[config.mk]
export PLATFORM = sky130hd
export DESIGN_NAME = assoc_mem_sequencer_flat
export DESIGN_NICKNAME = d
export VERILOG_FILES = /design/src/rtl/assoc_mem_sequencer_if.sv /design/src/rtl/assoc_mem_sequencer.sv /design/src/flat_wrapper.sv
export SDC_FILE = /design/constraint.sdc
export NUM_CORES = 1
export LEC_CHECK = 0
export ABC_AREA = 1
export BUFFER_PORTS_ARGS = -buffer_cell sky130_fd_sc_hd__buf_2
export CAP_MARGIN = 10
export CELL_PAD_IN_SITES_DETAIL_PLACEMENT = 0
export CELL_PAD_IN_SITES_GLOBAL_PLACEMENT = 1
export CORE_MARGIN = 2
export CORE_UTILIZATION = 40
export CTS_CLUSTER_SIZE = 24
export DETAILED_ROUTE_END_ITERATION = 16
export PLACE_DENSITY_LB_ADDON = 0.08
export SLEW_MARGIN = 40
export SYNTH_ARGS = -nofsm -noshare
export SYNTH_HDL_FRONTEND = slang
export SYNTH_SLANG_ARGS = --single-unit
[constraint.sdc]
create_clock -name clk -period 2.5 [get_ports clk]
set_clock_uncertainty 0.2 [all_clocks]
set_input_delay 0.625 -clock clk [delete_from_list [all_inputs] [get_ports clk]]
set_output_delay 0.625 -clock clk [all_outputs]
set_load 0.05 [all_outputs]
[src/rtl/assoc_mem_sequencer_if.sv]
// Host-command, response and memory-bus signals of the associative memory
// sequencer. The slave modport is the sequencer; the master modport is the
// host together with the memory array that returns read data.
interface assoc_mem_sequencer_if #(
  parameter int unsigned DATA_W = 8
);
  // command channel
  logic              cmd_valid;
  logic [1:0]        cmd_op;
  logic [DATA_W-1:0] cmd_data;
  logic              cmd_ready;
  // response channel
  logic              rsp_valid;
  logic              rsp_found;
  logic              rsp_error;
  logic [15:0]       rsp_addr;
  // status
  logic [15:0]       entry_count;
  logic              busy;
  // memory bus
  logic [15:0]       mem_addr;
  logic              mem_wr;
  logic              mem_rd;
  logic [DATA_W-1:0] mem_wdata;
  logic [DATA_W-1:0] mem_rdata;

  modport slave (
    input  cmd_valid, cmd_op, cmd_data, mem_rdata,
    output cmd_ready, rsp_valid, rsp_found, rsp_error, rsp_addr,
           entry_count, busy, mem_addr, mem_wr, mem_rd, mem_wdata
  );

  modport master (
    output cmd_valid, cmd_op, cmd_data, mem_rdata,
    input  cmd_ready, rsp_valid, rsp_found, rsp_error, rsp_addr,
           entry_count, busy, mem_addr, mem_wr, mem_rd, mem_wdata
  );
endinterface

[src/rtl/assoc_mem_sequencer.sv]
// Command-driven sequencer for the LFSR-addressed associative memory.
// Writes go to successive LFSR addresses starting at SEED; a search replays
// the same address sequence and stops at the first matching word or after
// every stored entry has been probed.
module assoc_mem_sequencer #(
  parameter int unsigned DATA_W   = 8,
  parameter logic [15:0] SEED     = 16'h0001,
  parameter logic [15:0] CAPACITY = 16'd65535
) (
  input logic                  clk,
  input logic                  rst,
  assoc_mem_sequencer_if.slave bus
);

  typedef enum logic [1:0] {
    IDLE,
    WRITE,
    S_READ,
    S_CHECK
  } state_t;

  typedef enum logic [1:0] {
    OP_WRITE  = 2'b00,
    OP_SEARCH = 2'b01,
    OP_CLEAR  = 2'b10,
    OP_RSVD   = 2'b11
  } op_t;

  // x^16 + x^14 + x^13 + x^11 + 1 style Fibonacci step, shifting left
  function automatic logic [15:0] lfsr_step(input logic [15:0] q);
    return {q[14:0], q[15] ^ q[13] ^ q[12] ^ q[10]};
  endfunction

  state_t            state, state_n;
  logic [15:0]       wr_lfsr, wr_lfsr_n;
  logic [15:0]       srch_lfsr, srch_lfsr_n;
  logic [DATA_W-1:0] key, key_n;
  logic [15:0]       probe, probe_n;
  logic [15:0]       entry_count, entry_count_n;
  logic              rsp_valid, rsp_valid_n;
  logic              rsp_found, rsp_found_n;
  logic              rsp_error, rsp_error_n;
  logic [15:0]       rsp_addr, rsp_addr_n;
  logic              last_probe;
  op_t               op;

  assign op         = op_t'(bus.cmd_op);
  assign last_probe = ({1'b0, probe} + 17'd1) == {1'b0, entry_count};

  // State and datapath registers; reset abandons any command in flight
  always_ff @(posedge clk) begin
    if (rst) begin
      state       <= IDLE;
      wr_lfsr     <= SEED;
      srch_lfsr   <= SEED;
      key         <= '0;
      probe       <= '0;
      entry_count <= '0;
      rsp_valid   <= 1'b0;
      rsp_found   <= 1'b0;
      rsp_error   <= 1'b0;
      rsp_addr    <= '0;
    end else begin
      state       <= state_n;
      wr_lfsr     <= wr_lfsr_n;
      srch_lfsr   <= srch_lfsr_n;
      key         <= key_n;
      probe       <= probe_n;
      entry_count <= entry_count_n;
      rsp_valid   <= rsp_valid_n;
      rsp_found   <= rsp_found_n;
      rsp_error   <= rsp_error_n;
      rsp_addr    <= rsp_addr_n;
    end
  end

  // Next-state and datapath update; response fields default to zero so they
  // only carry a payload during the single Rsp_Valid cycle
  always_comb begin
    state_n       = state;
    wr_lfsr_n     = wr_lfsr;
    srch_lfsr_n   = srch_lfsr;
    key_n         = key;
    probe_n       = probe;
    entry_count_n = entry_count;
    rsp_valid_n   = 1'b0;
    rsp_found_n   = 1'b0;
    rsp_error_n   = 1'b0;
    rsp_addr_n    = '0;

    case (state)
      IDLE: begin
        if (bus.cmd_valid) begin
          key_n = bus.cmd_data;
          case (op)
            OP_WRITE: begin
              if (entry_count == CAPACITY) begin
                rsp_valid_n = 1'b1;
                rsp_error_n = 1'b1;
              end else begin
                state_n = WRITE;
              end
            end
            OP_SEARCH: begin
              if (entry_count == 16'd0) begin
                rsp_valid_n = 1'b1;
              end else begin
                srch_lfsr_n = SEED;
                probe_n     = '0;
                state_n     = S_READ;
              end
            end
            OP_CLEAR: begin
              // stored words are left in the array; the count alone bounds searches
              wr_lfsr_n     = SEED;
              entry_count_n = '0;
              rsp_valid_n   = 1'b1;
              rsp_found_n   = 1'b1;
            end
            default: begin
              rsp_valid_n = 1'b1;
              rsp_error_n = 1'b1;
            end
          endcase
        end
      end

      WRITE: begin
        wr_lfsr_n     = lfsr_step(wr_lfsr);
        entry_count_n = entry_count + 16'd1;
        rsp_valid_n   = 1'b1;
        rsp_found_n   = 1'b1;
        rsp_addr_n    = wr_lfsr;
        state_n       = IDLE;
      end

      S_READ: begin
        state_n = S_CHECK;
      end

      S_CHECK: begin
        if (bus.mem_rdata == key) begin
          rsp_valid_n = 1'b1;
          rsp_found_n = 1'b1;
          rsp_addr_n  = srch_lfsr;
          state_n     = IDLE;
        end else if (last_probe) begin
          rsp_valid_n = 1'b1;
          state_n     = IDLE;
        end else begin
          probe_n     = probe + 16'd1;
          srch_lfsr_n = lfsr_step(srch_lfsr);
          state_n     = S_READ;
        end
      end

      default: begin
        state_n = IDLE;
      end
    endcase
  end

  // Memory strobes and address are driven only in the states that use them
  always_comb begin
    bus.mem_wr    = 1'b0;
    bus.mem_rd    = 1'b0;
    bus.mem_addr  = '0;
    bus.mem_wdata = '0;
    case (state)
      WRITE: begin
        bus.mem_wr    = 1'b1;
        bus.mem_addr  = wr_lfsr;
        bus.mem_wdata = key;
      end
      S_READ: begin
        bus.mem_rd   = 1'b1;
        bus.mem_addr = srch_lfsr;
      end
      default: begin
        bus.mem_wr = 1'b0;
      end
    endcase
  end

  assign bus.cmd_ready   = (state == IDLE);
  assign bus.busy        = (state != IDLE);
  assign bus.rsp_valid   = rsp_valid;
  assign bus.rsp_found   = rsp_found;
  assign bus.rsp_error   = rsp_error;
  assign bus.rsp_addr    = rsp_addr;
  assign bus.entry_count = entry_count;

endmodule

[src/flat_wrapper.sv]
// flat-port wrapper written by rule: the top's interface ports become plain ports
module assoc_mem_sequencer_flat 
#(
  parameter int unsigned DATA_W   = 8,
  parameter logic [15:0] SEED     = 16'h0001,
  parameter logic [15:0] CAPACITY = 16'd65535
)
  (clk, rst, bus_cmd_valid, bus_cmd_op, bus_cmd_data, bus_mem_rdata, bus_cmd_ready, bus_rsp_valid, bus_rsp_found, bus_rsp_error, bus_rsp_addr, bus_entry_count, bus_busy, bus_mem_addr, bus_mem_wr, bus_mem_rd, bus_mem_wdata);
  assoc_mem_sequencer_if #(.DATA_W(DATA_W)) bus_i ();
  input logic clk;
  input logic rst;
  input wire logic [$bits(bus_i.cmd_valid)-1:0] bus_cmd_valid;
  input wire logic [$bits(bus_i.cmd_op)-1:0] bus_cmd_op;
  input wire logic [$bits(bus_i.cmd_data)-1:0] bus_cmd_data;
  input wire logic [$bits(bus_i.mem_rdata)-1:0] bus_mem_rdata;
  output wire logic [$bits(bus_i.cmd_ready)-1:0] bus_cmd_ready;
  output wire logic [$bits(bus_i.rsp_valid)-1:0] bus_rsp_valid;
  output wire logic [$bits(bus_i.rsp_found)-1:0] bus_rsp_found;
  output wire logic [$bits(bus_i.rsp_error)-1:0] bus_rsp_error;
  output wire logic [$bits(bus_i.rsp_addr)-1:0] bus_rsp_addr;
  output wire logic [$bits(bus_i.entry_count)-1:0] bus_entry_count;
  output wire logic [$bits(bus_i.busy)-1:0] bus_busy;
  output wire logic [$bits(bus_i.mem_addr)-1:0] bus_mem_addr;
  output wire logic [$bits(bus_i.mem_wr)-1:0] bus_mem_wr;
  output wire logic [$bits(bus_i.mem_rd)-1:0] bus_mem_rd;
  output wire logic [$bits(bus_i.mem_wdata)-1:0] bus_mem_wdata;
  assign bus_i.cmd_valid = bus_cmd_valid;
  assign bus_i.cmd_op = bus_cmd_op;
  assign bus_i.cmd_data = bus_cmd_data;
  assign bus_i.mem_rdata = bus_mem_rdata;
  assign bus_cmd_ready = bus_i.cmd_ready;
  assign bus_rsp_valid = bus_i.rsp_valid;
  assign bus_rsp_found = bus_i.rsp_found;
  assign bus_rsp_error = bus_i.rsp_error;
  assign bus_rsp_addr = bus_i.rsp_addr;
  assign bus_entry_count = bus_i.entry_count;
  assign bus_busy = bus_i.busy;
  assign bus_mem_addr = bus_i.mem_addr;
  assign bus_mem_wr = bus_i.mem_wr;
  assign bus_mem_rd = bus_i.mem_rd;
  assign bus_mem_wdata = bus_i.mem_wdata;
  assoc_mem_sequencer #(.DATA_W(DATA_W), .SEED(SEED), .CAPACITY(CAPACITY)) u_core (.clk(clk), .rst(rst), .bus(bus_i));
endmodule
==> summary.txt <==
Sw frac: 0.357
Final hold slack: 285 ps
Post-synthesis cell area: 5050 sq um
Sinks on Clock Net: 93
Core Region: 12500 sq um
Cts bufs inserted: 9
CTS tree: built
Most used routing layer in global routing: met2
Number of routed nets with antenna violations: 0
WP data required: 1670 ps
Initial antenna violation count: 0
Worst Setup End Kind: output pin
Startpoint types: flip-flop
Tcrit/Tclk final: 0.982
Commonest non-fill, non-tap cell in the layout: nand2_1
Io pins: 84
Ant diodes: 0
FF-to-FF path depth: 17
Min Tclk post-route: 2450 ps
H-tree levels: 3
Count of cell types in the netlist: 36
Crit path kind: flip-flop to output pin
Mean number of vias per cell: 5.17
Gr ovfl total: 0
Commonest non-fill, non-tap cells in the layout: nand2_1, nand3_1, dfxtp_1
Sequential power share: 0.389
Setup_tns: 0 ps
Fmax: 407 MHz
Total number of vias: 5416
First-pass GRT wire length: 25000 um
Reg-to-reg endpoint: u_core.probe[4]
PwrDens: 586 nW/um^2
Drt drc: 0
DPL Wire Length: 10900 um
Routed wire length: 15900 um
EDFF count, synth: 0
Die ar.: 13500 sq um
CP max FO: 16
Syn avg cell area: 6.65 sq um
Maxcap violations: 0
Number of global-route vias before repair: 5011
Rows: 41
Class of the worst hold path: flip-flop to flip-flop
R2R setup slack: 60 ps
GRT Util Overall: 0.235
Syn nets: 788
Synth Instances: 760
Root Driver: clkbuf_16
DR iter-0 viols: 336
Worst-path clk slew: 70 ps
Register area share after synthesis: 0.369
Clock tree buffer depth: 2
Wire per inst: 15.2 um
Ys Warns: 0
Final Max Slew Viols: 0
Met1 usage: 0.295
Slew HR: 0.638
Seq cells post-synth: 93
Fin. Hold Viols: 0
Setup violators final: 0
Clock network power share: 0.323
Outcome: finished clean
RSZ-0062 raised after global routing: true
Worst-margin pin slew: 530 ps
Pleak: 2.73 nW
Critical register-to-register path startpoint: u_core.probe[1]
DR pass1 iterations: 5
Ratio of cells with drive above 1 in the final layout: 0.305
Logic gate share of total power: 0.288
Fill count: 1259
Sw Pwr: 1.45 mW
Pint: 2.62 mW
Placed cell area: 6140 sq um
Post-synth top flop: dfxtp_1
Largest net degree at the start of global routing: 68
Starting Density: 0.405
GRT met2 Usage: 0.409
Beginning of the critical path: u_core.state[0]
Inst Count DP: 1023
NumNets Final: 899
Max VDD drop: 362 uV
Design area: 6950 sq um
Crit path DAT: 1630 ps
Die W: 116 um
Cell Count, Final, Fillers Out: 1048
Area grow syn2layout: 37.6%
Port Buffer Count: 83
Grt met3 use: 0.0410
Async set-or-reset flop fraction in the synthesized netlist: 0
Worst-skew pair later-pin latency: 350 ps
Critical Path End: bus_mem_addr[12]
Gpl congestion: 0.854
Die H: 116 um
==> per-stage QoR <==
stage / util / total power, mW / setup WS (ps)
3_3_place_gp: 0.493 / 2.64 / -174
2_1_floorplan: - / 2.35 / -25.8
6_report: 0.558 / 4.07 / 45.8
3_5_place_dp: 0.493 / 2.65 / -235
4_1_cts: 0.528 / 4.02 / 5.70
5_1_grt: 0.558 / 4.26 / -89.8
==> power by group through the flow <==
stage	Combinational [mW]	Sequential (mW)	Clock, mW
final	1.17	1.58	1.31
after global routing	1.26	1.59	1.41
after CTS	1.10	1.58	1.34
after detailed placement	1.04	1.61	0
after global placement	1.03	1.61	0
after floorplan	0.698	1.65	0
==> sequential cells by signal (all words and copies together) (netlist names), 2 cells and up <==
name,flops
u_core.state,2
u_core.bus.rsp_addr,16
u_core.wr_lfsr,16
u_core.srch_lfsr,16
u_core.key,8
u_core.probe,16
u_core.bus.entry_count,16
==> critical path, cell delays in order (launching register included) <==
cell and delay, ps:
dfxtp_2 370, inv_2 80, ha_4 260, inv_1 50, buf_12 180, a21oi_4 150
buf_6 180
==> worst min path at each step <==
stage	cells after the start	end	start
after floorplan	2	u_core.probe[15]	u_core.probe[15]
after global placement	2	u_core.probe[15]	u_core.probe[15]
after detailed placement	2	u_core.probe[15]	u_core.probe[15]
after CTS	2	u_core.probe[15]	u_core.probe[15]
after global routing	2	u_core.wr_lfsr[11]	u_core.wr_lfsr[11]
final	2	u_core.probe[15]	u_core.probe[15]
==> per-layer routing <==
layer  wire length [um]  share of wire
met1               6880           0.43
met2               7860           0.49
met3                711          0.045
met4                474          0.030
met5                  0              0
==> area by class of cell <==
| type | instances | area [sq um] | area share |
|---|---|---|---|
| multi-input combinational | 560 | 3160 | 0.455 |
| sequential | 93 | 1880 | 0.270 |
| timing repair buffer | 134 | 1110 | 0.159 |
| inverter | 73 | 308 | 0.0443 |
| clock buffer | 11 | 243 | 0.0349 |
| tap | 172 | 215 | 0.0310 |
| clock inverter | 5 | 36.3 | 0.00522 |
==> timing repair <==
action	in CTS	in global routing
pin swaps	0	23
cloned	0	4
buffers inserted	1	4
setup endpoints to repair	55	61
gates resized for setup	50	64
hold buffers	0	0
==> logic make-up after synthesis <==
kind of cell / count (synthesis) / share of synthesized area
and+or+nand+nor: 403 / 0.354
DFF: 93 / 0.369
xor gates and xnor gates: 14 / 0.0270
buffers and inverters: 107 / 0.0857
AOI/OAI and AO/OA: 136 / 0.148
adders and majority gates: 7 / 0.0173
==> synth_stat cells, types with 4 or more instances <==
master / instances / share of area
dfxtp_1: 93 / 0.37
nand2_1: 203 / 0.15
ha_1: 7 / 0.017
buf_2: 4 / 0.0040
clkbuf_1: 24 / 0.018
inv_1: 71 / 0.053
or2_2: 4 / 0.0050
a21oi_1: 95 / 0.094
nor3_1: 7 / 0.0069
o21ai_0: 19 / 0.019
nand4_1: 13 / 0.016
nand2_2: 14 / 0.017
nand3_1: 91 / 0.090
nor4_1: 4 / 0.0050
a211oi_1: 5 / 0.0074
xor2_1: 10 / 0.017
nor2_2: 8 / 0.0099
a21oi_2: 10 / 0.017
nor2_1: 52 / 0.039
Note: power is estimated with default switching activity, not from simulation.
